===== src/rtl/ahb_resp_mux.sv =====
// AHB-Lite response multiplexer: registers the decoder select at address-phase
// acceptance and routes the selected slave's response, with a built-in default slave.
module ahb_resp_mux #(
  parameter int NSLV = 4,
  parameter int DW   = 32
) (
  input  logic               hclk,
  input  logic               hresetn,
  input  logic [1:0]         htrans,
  input  logic [NSLV-1:0]    hsel_addr,
  input  logic [NSLV*DW-1:0] hrdata_s,
  input  logic [NSLV-1:0]    hreadyout_s,
  input  logic [NSLV-1:0]    hresp_s,
  output logic [DW-1:0]      hrdata,
  output logic               hready,
  output logic               hresp,
  output logic [NSLV-1:0]    dsel,
  output logic               sel_err
);

  typedef enum logic [1:0] {S_IDLE, S_ERR1, S_ERR2} ds_state_e;

  ds_state_e                 state_q, state_d;
  logic [NSLV-1:0]           dsel_q, dsel_d;
  logic                      sel_err_q, sel_err_d;
  logic [NSLV-1:0]           sel_low;
  logic                      multi_hot;
  logic [NSLV-1:0][DW-1:0]   rd_mask;
  logic [DW-1:0]             rd_or;
  logic                      unused_htrans0;

  // Only htrans[1] distinguishes an active transfer; BUSY behaves like IDLE here.
  assign unused_htrans0 = htrans[0];

  assign sel_low   = hsel_addr & (~hsel_addr + NSLV'(1));
  assign multi_hot = |(hsel_addr & (hsel_addr - NSLV'(1)));

  for (genvar i = 0; i < NSLV; i++) begin : g_lane
    assign rd_mask[i] = hrdata_s[i*DW +: DW] & {DW{dsel_q[i]}};
  end

  always_comb begin
    rd_or = '0;
    for (int i = 0; i < NSLV; i++) rd_or = rd_or | rd_mask[i];
  end

  // dsel_q is one-hot or zero, so a plain AND-OR is sufficient.
  always_comb begin
    hrdata = '0;
    hready = 1'b1;
    hresp  = 1'b0;
    if (|dsel_q) begin
      hrdata = rd_or;
      hready = |(dsel_q & hreadyout_s);
      hresp  = |(dsel_q & hresp_s);
    end else begin
      case (state_q)
        S_ERR1: begin
          hready = 1'b0;
          hresp  = 1'b1;
        end
        S_ERR2: hresp = 1'b1;
        default: ;
      endcase
    end
  end

  always_comb begin
    state_d   = state_q;
    dsel_d    = dsel_q;
    sel_err_d = sel_err_q;
    if (state_q == S_ERR1) begin
      state_d = S_ERR2;
    end else if (hready) begin
      dsel_d    = sel_low;
      sel_err_d = sel_err_q | multi_hot;
      state_d   = (hsel_addr == '0 && htrans[1]) ? S_ERR1 : S_IDLE;
    end
  end

  always_ff @(posedge hclk or negedge hresetn) begin
    if (!hresetn) begin
      state_q   <= S_IDLE;
      dsel_q    <= '0;
      sel_err_q <= 1'b0;
    end else begin
      state_q   <= state_d;
      dsel_q    <= dsel_d;
      sel_err_q <= sel_err_d;
    end
  end

  assign dsel    = dsel_q;
  assign sel_err = sel_err_q;

endmodule


===== config.mk =====
export PLATFORM = sky130hd
export DESIGN_NAME = ahb_resp_mux
export DESIGN_NICKNAME = d
export VERILOG_FILES = /design/src/rtl/ahb_resp_mux.sv
export SDC_FILE = /design/constraint.sdc
export NUM_CORES = 1
export LEC_CHECK = 0
export BUFFER_PORTS_ARGS = -buffer_cell sky130_fd_sc_hd__buf_2
export CORE_AREA = 2 2 72 74
export DETAILED_ROUTE_END_ITERATION = 12
export DIE_AREA = 0 0 74 76
export PLACE_DENSITY = 0.68
export SLEW_MARGIN = 20
export SYNTH_ARGS = -nofsm -noshare
export SYNTH_HDL_FRONTEND = slang
export SYNTH_SLANG_ARGS = --single-unit

===== constraint.sdc =====
create_clock -name hclk -period 3.9 [get_ports hclk]
set_input_delay 0.585 -clock hclk [delete_from_list [all_inputs] [get_ports hclk]]
set_output_delay 0.585 -clock hclk [all_outputs]
set_load 0.02 [all_outputs]

==> results of run 1 <==
==> sequential cells by signal (all words and copies together) (netlist names) <==
name and flops:
dsel 4, state_q 2, sel_err 1
==> where the power goes <==
| group | switching, W | total [W] | internal [W] |
|---|---|---|---|
| Sequential | 0.000113 | 0.000203 | 0.0000898 |
| Clock | 0.0000337 | 0.000105 | 0.0000709 |
| Combinational | 0.000604 | 0.00103 | 0.000421 |
| Total | 0.000751 | 0.00133 | 0.000582 |
==> synthesized netlist by cell type <==
cell      instances
a21oi_1           2
dfrtp_1           7
buf_2             2
nand2b_1          1
nor2_1            1
clkbuf_1         11
nor2b_1           1
nor4_1            1
and3_4            1
a31oi_4           1
buf_6             1
buf_1             2
a211oi_1          2
a22oi_1          68
mux2i_1           2
ha_1              1
o41ai_2           1
inv_1             3
a21o_1            1
and3_1            1
or4_4             1
mux2_1            3
nor4b_1           2
nand2_1          34
==> logic make-up after synthesis <==
| group | after synthesis | share of synthesized area, % |
|---|---|---|
| simple gates | 43 | 17.86 |
| flops | 7 | 15.93 |
| compound gates | 75 | 52.79 |
| buf+inv | 19 | 7.395 |
| fa+ha+maj | 1 | 1.137 |
| mux | 5 | 4.892 |
==> metal layers <==
| metal | part of all wire [%] | wire length (um) | global-route usage [%] |
|---|---|---|---|
| met2 | 50 | 2565 | 31.79 |
| met4 | 1.1 | 55 | 4.909 |
| met3 | 9.9 | 506 | 1.984 |
| met1 | 39 | 1987 | 17.99 |
| met5 | 0 | 0 | 0 |
==> through the flow <==
stage | instance area (um^2) | hold WS, ps | utilization (%)
3_3_place_gp | 2046 | 423.3 | 41.65
4_1_cts | 2092 | 187.1 | 42.59
5_1_grt | 2092 | 194.9 | 42.59
6_report | 2092 | 187.1 | 42.59
2_1_floorplan | 1100 | 289.4 | -
3_5_place_dp | 2047 | 430.4 | 41.67
==> cell type report <==
cell class / instances / area [um^2]
Tap cell: 70 / 87.58
Multi-Input combinational cell: 124 / 843.3
Timing Repair Buffer: 184 / 928.4
Fill cell: 480 / 2820
Clock buffer: 4 / 45.04
Inverter: 3 / 11.26
Sequential cell: 7 / 176.4
==> worst max path at each step <==
stage / from / cells after the start / slack [ps] / endpoint
finish: dsel[2]$_DFFE_PN0P_ / 5 / 1170 / hready
global route: dsel[2]$_DFFE_PN0P_ / 5 / 980 / hready
CTS: dsel[2]$_DFFE_PN0P_ / 5 / 1120 / hready
detailed placement: dsel[2]$_DFFE_PN0P_ / 5 / 1360 / hready
global placement: dsel[3]$_DFFE_PN0P_ / 4 / 1270 / hready
floorplan: dsel[2]$_DFFE_PN0P_ / 4 / 1620 / hready
==> impl_metrics.yaml, run 1 <==
status:
  outcome: "complete, no violations"
setup_path:
  critPathTopFamily: "flip-flops"
  rrSetupSlack_ps: 1760
  cp_max_fo: 21
  cpPeakStageDelay_ps: 810
  path_buf_inv: 2
  worstPathArrival_ps: 2150
  path_class: "reg -> out"
  worstReg2RegEnd: "dsel[3]$_DFFE_PN0P_"
  worst_ep_required_time_ps: 3310
  rr_worst_depth: 4
  timing.critical_path.from_type: "register"
  cp_cell_sequence: "buf_4, a22oi_1, and3_4, a21oi_1, buf_2"
  slowest_stage: "dfrtp_1"
  reg2reg_from: "dsel[2]$_DFFE_PN0P_"
  critPathCaptureType: "output pin"
routing:
  routedWlPerCell_um: 13.05
  drc_errors: 0
  vias_per_cell: 4.890
  drt_iter0_markers: 38
  drt.antenna.violating_nets: 0
  num_vias: 1917
  routed_wl_um: 5114
  first_pass_iters: 4
timing:
  fin_setup_tns_ps: 0
  slew_viol_final: 0
  relSlewSlack_pct: 37.70
  setup_viol: 0
  fin_ws_ps: 1166
  timing.final.hold_violations: 0
  worst_slew_pin_slew_ps: 934.5
  fmax_mhz: 365.8
  rsz0062_at_grt: "no"
  finalCriticalPeriod_ps: 2734
  finalClockSkew_ps: 0.4667
  min_period_over_period_pct: 70.11
clock_network:
  cts_hold_buf: 0
  post_cts_resized: 0
  clkSinkCount: 7
  cts-root-buf: "clkbuf_8"
  cts_setup_buffers: 0
  tritoncts: "yes"
  clk_pin_slew_ps: 40
  htree_levels: 1
  clk-insertion-delay-late_ps: 230
  numCtsBuffers: 3
  cts_buffer_depth: 2
synthesis:
  avgSynthCellArea_um2: 7.332
  ys_seq_area_share_pct: 15.93
  synth.largest_area_cell: "a22oi_1"
  yosysWarnings: 0
  synthesis.nets: 295
  synth.top_cell.area_share_pct: 46.42
  netlist_area_um2: 1100
  ys_top_cells_by_area: "a22oi_1 (46%), dfrtp_1 (16%), nand2_1 (12%)"
  synth_seq_cells: 7
  synth_cell_type_count: 24
  syn-instance-count: 150
power_and_ir_drop:
  leakagePower_nw: 1.190
  fin_total_pwr_w: 0.001333
  ir_drop_mv: 0.3605
  p_per_area_nw_per_um2: 637.2
grt:
  first_global_vias: 1804
  gr-total-overflow: 0
  grt_max_degree: 39
  grt_pass1_wl_um: 7576
  track_usage_pct: 16.49
  antenna_found_initial: 0
finish:
  final_common_cell: "buf_2"
  drive_gt1_share_pct: 59.63
  antenna_cells: 0
  layout.nets: 468
  mostFrequentLayoutCells: "buf_2 (181), a22oi_1 (68), nand2_1 (34), dfrtp_1 (6)"
  area_delta_synth_final_pct: 90.22
  final_cells: 392
placed_design:
  hpwlAfterDp_um: 3984
  post-place-ws_ps: 1364
  gp_congestion: 0.7251
  dp.cells: 388
  portBuffers: 181
floorplan:
  rows: 26
  initial_core_util_pct: 22.39
  ios: 183
  core_um2: 4912
  die-width_um: 74
  fp.dieArea_um2: 5624
  dieHeight_um: 76
worst_hold_path:
  holdCritPathClass: "in -> async"
flow_run:
  max_cap_violations: 0
Note: power is estimated with default switching activity, not from simulation.
==> inputs of run 2 (changes only) <==
--- a/config.mk
+++ b/config.mk
@@ -5,11 +5,12 @@
 export SDC_FILE = /design/constraint.sdc
 export NUM_CORES = 1
 export LEC_CHECK = 0
+export ABC_AREA = 1
 export BUFFER_PORTS_ARGS = -buffer_cell sky130_fd_sc_hd__buf_2
-export CORE_AREA = 2 2 72 74
+export CORE_MARGIN = 2
+export CORE_UTILIZATION = 28
 export DETAILED_ROUTE_END_ITERATION = 12
-export DIE_AREA = 0 0 74 76
-export PLACE_DENSITY = 0.68
+export PLACE_DENSITY = 0.79
 export SLEW_MARGIN = 20
 export SYNTH_ARGS = -nofsm -noshare
 export SYNTH_HDL_FRONTEND = slang
==> constraint.sdc (replaced) <==
create_clock -name hclk -period 2.3 [get_ports hclk]
set_input_delay 0.345 -clock hclk [delete_from_list [all_inputs] [get_ports hclk]]
set_output_delay 0.345 -clock hclk [all_outputs]
set_load 0.02 [all_outputs]
==> run 2 against run 1 <==
Worst setup slack lost 860 ps. Non-clock buffer count grew 4. Clock power grew 63%. Final cell count grew 19%. Via count grew 13%. Clock skew grew 5.9 ps. Combinational power grew 78%. Global-route usage grew 3.5 points. Synthesized cell count grew 60%. Flip-flop and latch count is the same. Sequential share of layout area shrank 0.65 points. Largest cell class is now multi-input combinational cells.
==> impl_metrics.yaml, run 2 <==
power_and_ir_drop:
  leakagePower_nw: 1.332
  p_per_area_nw_per_um2: 1006
  ir_drop_mv: 0.4606
synthesis:
  yosysWarnings: 0
  synth_seq_cells: 7
  synth.most_common_cell: "nand2_1"
  yosys-top-cells-count: "nand2_1 (145), nand4_1 (33), buf_2 (12)"
  syn-instance-count: 240
  ys_seq_area_share_pct: 13.65
  ys.flop_type: "dfrtp_1"
  synth.top_cell.area_share_pct: 42.40
  netlist_area_um2: 1284
  async_flop_share_pct: 100.0
  synthesis.nets: 385
  synth_edf_count: 0
  synth_cell_type_count: 19
  avgSynthCellArea_um2: 5.349
  synth.largest_area_cell: "nand2_1"
  ys_top_cells_by_area: "nand2_1 (42%), nand4_1 (16%), dfrtp_1 (14%)"
clock_network:
  numCtsBuffers: 3
  clk-insertion-delay-late_ps: 230
  cts_buffer_depth: 2
  htree_levels: 1
  post_cts_resized: 0
  tritoncts: "yes"
  clk_pin_slew_ps: 40
  cts-root-buf: "clkbuf_8"
  clkSinkCount: 7
  cts_setup_buffers: 0
finish:
  antenna_cells: 0
  mostFrequentLayoutCells: "buf_2 (181), nand2_1 (145), nand4_1 (33)"
  final_cells: 468
  regArea_um2: 175.2
  largest_reg_flops: 4
  final_common_cell: "buf_2"
  multiInputGateArea_um2: 969.7
  drive_gt1_share_pct: 48.56
  nFillCells: 466
  layout.nets: 562
  utilization_pct: 51.31
  area_delta_synth_final_pct: 75.24
routing:
  num_vias: 2166
  routedWlPerCell_um: 11.77
  first_pass_iters: 4
  drt.antenna.violating_nets: 0
  drc_errors: 0
  drt_iter0_markers: 86
  routed_wl_um: 5507
  vias_per_cell: 4.628
floorplan:
  dieHeight_um: 71.71
  core_um2: 4384
  die-width_um: 71.71
  ios: 183
  initial_core_util_pct: 29.28
  rows: 24
  fp.dieArea_um2: 5142
timing:
  fmax_mhz: 500.8
  relSlewSlack_pct: 62.48
  finalClockSkew_ps: 6.395
  min_period_over_period_pct: 86.82
  worst_slew_pin_slew_ps: 562.7
  setup_viol: 0
  timing.final.hold_violations: 0
  slew_viol_final: 0
  rsz0062_at_grt: "no"
  fin_setup_tns_ps: 0
  finalCriticalPeriod_ps: 1997
grt:
  grt_max_degree: 24
  track_usage_pct: 19.97
  grt_pass1_wl_um: 8452
  antenna_found_initial: 0
  first_global_vias: 2016
  gr-total-overflow: 0
setup_path:
  worstPathArrival_ps: 1650
  critPathCaptureType: "output pin"
  worst_ep_required_time_ps: 1960
  cp_max_fo: 22
  timing.critical_path.from_type: "register"
  path_class: "reg -> out"
placed_design:
  portBuffers: 181
  dp.cells: 463
  gp_congestion: 0.8561
  hpwlAfterDp_um: 4445
worst_hold_path:
  holdCritPathClass: "in -> reg"
status:
  outcome: "complete, no violations"
flow_run:
  max_cap_violations: 0
run 2: cell count changes in the layout (fill, tap and decap cells not counted), moves of 3 or more:
cell     previous run  this run
nand2_1            34       145
nand3_1             0         6
buf_4               3         6
inv_1               3         7
a22oi_1            68         0
mux2_1              3         0
nor2_1              1         7
nand4_1             0        33
nand2_4             0         5
run 2: through the flow:
| stage | setup slack, ps | area [um^2] | hold WS (ps) | power (W) |
|---|---|---|---|---|
| after floorplan | 787.5 | 1284 | 49.41 | 0.001510 |
| after global routing | 194.1 | 2250 | 445.4 | 0.002459 |
| after global placement | 527.0 | 2195 | 182.1 | 0.002092 |
| after detailed placement | 511.5 | 2195 | 186.1 | 0.002106 |
| final | 303.1 | 2250 | 417.9 | 0.002264 |
| after CTS | 265.6 | 2250 | 413.0 | 0.002288 |
run 2: what timing repair did:
item	4_1_cts	5_1_grt
hold buffers	1	0
setup endpoints to repair	0	0
endpoints found under the hold margin	7	0
run 2: cells by family (layout without fill, tap and decap cells):
family	count (synthesis)	in the layout	synth area share, %
AND/OR/NAND/NOR	203	203	72.22
buffers and inverters	25	201	10.82
flip-flops	7	7	13.65
AO/OA/AOI/OAI	4	4	2.339
adder cells (fa/ha/maj)	1	1	0.9745
run 2: layout make-up:
cell class / instances / share of cell area [%]
Multi-Input combinational cell: 208 / 43.10
Timing Repair Buffer: 188 / 42.71
Clock buffer: 4 / 2.002
Tap cell: 52 / 2.892
Inverter: 9 / 1.502
Sequential cell: 7 / 7.786
run 2: worst max-delay path, stage by stage, from the launching register on:
cell,delay [ps]
dfrtp_1,690
buf_4,370
nand2_1,80
nand4_1,110
buf_2,170
run 2: final timing paths:
kind | cells after the start | from | slack [ps] | endpoint
setup / recovery | 4 | dsel[2]$_DFFE_PN0P_ | 300 | hrdata[13]
setup reg to reg | 5 | dsel[2]$_DFFE_PN0P_ | 970 | sel_err$_DFFE_PN0P_
hold / removal | 3 | hsel_addr[0] | 420 | dsel[0]$_DFFE_PN0P_
max in group asynchronous | 2 | hresetn | 1660 | dsel[1]$_DFFE_PN0P_
hold reg to reg | 2 | sel_err$_DFFE_PN0P_ | 470 | sel_err$_DFFE_PN0P_
min in group asynchronous | 2 | hresetn | 470 | sel_err$_DFFE_PN0P_
run 2: layer usage:
metal  vias up  GRT usage (%)  share of wire, %
li1       1127              -                 -
met1       921          22.01                39
met2       106          38.99                51
met3        12          2.250               8.1
met4         0          6.709               2.0
met5         -              0                 0
run 2: power breakdown:
group | switching [W] | leakage [nW] | internal (W)
Combinational | 0.00118 | 1.22 | 0.000652
Sequential | 0.000108 | 0.0887 | 0.000154
Clock | 0.0000512 | 0.0228 | 0.000120
Total | 0.00134 | 1.33 | 0.000926
==> inputs of run 3 (changes only) <==
--- a/config.mk
+++ b/config.mk
@@ -10,6 +10,7 @@
 export CORE_MARGIN = 2
 export CORE_UTILIZATION = 28
 export DETAILED_ROUTE_END_ITERATION = 12
+export GPL_TIMING_DRIVEN = 0
 export PLACE_DENSITY = 0.79
 export SLEW_MARGIN = 20
 export SYNTH_ARGS = -nofsm -noshare
==> run 3 against run 2 <==
Fmax grew 15%. Clock power is essentially flat. First-iteration DRC count shrank 2.3%. Highest routed layer unchanged. Count of clock-buffer cells in the layout is the same. Final area grew 2.7%. Die area is the same. Worst hold slack gained 13 ps. Via count grew 1.2%. Clock skew shrank 4.8 ps. Combinational power grew 9%. Sequential share of layout area shrank 0.20 points. Register-to-register slack gained 160 ps. Critical endpoint is now hready.
==> impl_metrics.yaml, run 3 (synthesized netlist as in run 2, its figures left out) <==
floorplan:
  initial_core_util_pct: 29.28
  rows: 24
  ios: 183
  die-width_um: 71.71
  core_um2: 4384
  dieHeight_um: 71.71
  fp.dieArea_um2: 5142
placed_design:
  gp_congestion: 0.8758
  portBuffers: 181
  hpwlAfterDp_um: 4694
  post-place-ws_ps: 791.8
timing:
  worst_slew_pin_slew_ps: 196.3
  finalCriticalPeriod_ps: 1742
  rsz0062_at_grt: "no"
  min_period_over_period_pct: 75.73
  fin_ws_ps: 558.3
  timing.final.hold_violations: 0
  fin_setup_tns_ps: 0
  fmax_mhz: 574.2
  slew_viol_final: 0
  finalClockSkew_ps: 1.641
  setup_viol: 0
  relSlewSlack_pct: 86.92
clock_network:
  cts_setup_buffers: 0
  cts-root-buf: "clkbuf_8"
  numCtsBuffers: 3
  tritoncts: "yes"
  post_cts_resized: 0
  clk-insertion-delay-late_ps: 220
  cts_buffer_depth: 2
  htree_levels: 1
  clkSinkCount: 7
  clk_pin_slew_ps: 40
grt:
  antenna_found_initial: 0
  grt_pass1_wl_um: 8735
  track_usage_pct: 20.57
  grt_max_degree: 11
  first_global_vias: 2019
  gr-total-overflow: 0
routing:
  drt_iter0_markers: 84
  first_pass_iters: 4
  num_vias: 2191
  routed_wl_um: 5572
  routedWlPerCell_um: 11.66
  drc_errors: 0
  drt.antenna.violating_nets: 0
  vias_per_cell: 4.584
power_and_ir_drop:
  leakagePower_nw: 1.384
  fin_total_pwr_w: 0.002337
  ir_drop_mv: 0.5359
  p_per_area_nw_per_um2: 1012
flow_run:
  max_cap_violations: 0
worst_hold_path:
  holdCritPathClass: "in -> reg"
setup_path:
  path_class: "reg -> out"
  cp_max_fo: 9
  timing.critical_path.from_type: "register"
  worstPathArrival_ps: 1400
  rrSetupSlack_ps: 1130
  worst_ep_required_time_ps: 1960
  critPathCaptureType: "output pin"
finish:
  antenna_cells: 0
  layout.nets: 572
  final_common_cell: "buf_2"
  largest_reg_flops: 4
  area_delta_synth_final_pct: 79.92
  mostFrequentLayoutCells: "buf_2 (193), nand2_1 (145), nand4_1 (33)"
  drive_gt1_share_pct: 49.77
status:
  outcome: "complete, no violations"
## run 3: cell types whose count changed in the layout (fill, tap and decap cells not counted)
cell   before  now
buf_4       6    0
buf_2     181  193
buf_6       0    4
## run 3: per-layer routing
metal | global-route usage [%] | share of wire [%] | up-vias
met5 | 0 | 0 | -
met4 | 5.241 | 1.1 | 0
met3 | 2.532 | 7.1 | 8
met2 | 38.17 | 51 | 95
met1 | 24.87 | 41 | 939
li1 | - | - | 1149
## run 3: final cells by class
type                            count  area (um^2)
Buffer                             16        105.1
Clock buffer                        4        45.04
Fill cell                         472         2074
Inverter                            9        33.78
Multi-Input combinational cell    208        969.7
Sequential cell                     7        175.2
Tap cell                           52        65.06
Timing Repair Buffer              182        915.9
## run 3: per-stage QoR
step | cell area [um^2] | hold WS (ps) | utilization, % | instances
2_1_floorplan | 1284 | 49.41 | - | 240
3_3_place_gp | 2255 | 185.2 | 51.43 | 473
3_5_place_dp | 2255 | 189.9 | 51.43 | 473
4_1_cts | 2310 | 430.6 | 52.68 | 478
5_1_grt | 2310 | 466.4 | 52.68 | 478
6_report | 2310 | 430.6 | 52.68 | 478
## run 3: path summary, 6_finish.rpt
path / start / depth (start not counted) / endpoint
max: dsel[0]$_DFFE_PN0P_ / 6 / hready
min: hsel_addr[0] / 3 / dsel[0]$_DFFE_PN0P_
max reg2reg: dsel[0]$_DFFE_PN0P_ / 7 / dsel[2]$_DFFE_PN0P_
min reg2reg: sel_err$_DFFE_PN0P_ / 2 / sel_err$_DFFE_PN0P_
max in group asynchronous: hresetn / 2 / dsel[2]$_DFFE_PN0P_
min in group asynchronous: hresetn / 2 / sel_err$_DFFE_PN0P_
## run 3: critical path, stage by stage, from the launching register on
cell	delay, ps
dfrtp_1	390
buf_6	150
nor2_4	120
nand3_4	90
nand2_4	130
o21a_1	130
buf_2	160
## run 3: timing repair
item | 4_1_cts | 5_1_grt
hold endpoints to repair | 7 | 0
setup endpoints to repair | 0 | 0
hold buffers | 1 | 0
## run 3: power by group
part           internal, W  switching (W)
Clock             0.000119      0.0000483
Sequential        0.000155      0.0000209
Combinational     0.000708        0.00129
Total             0.000982        0.00135
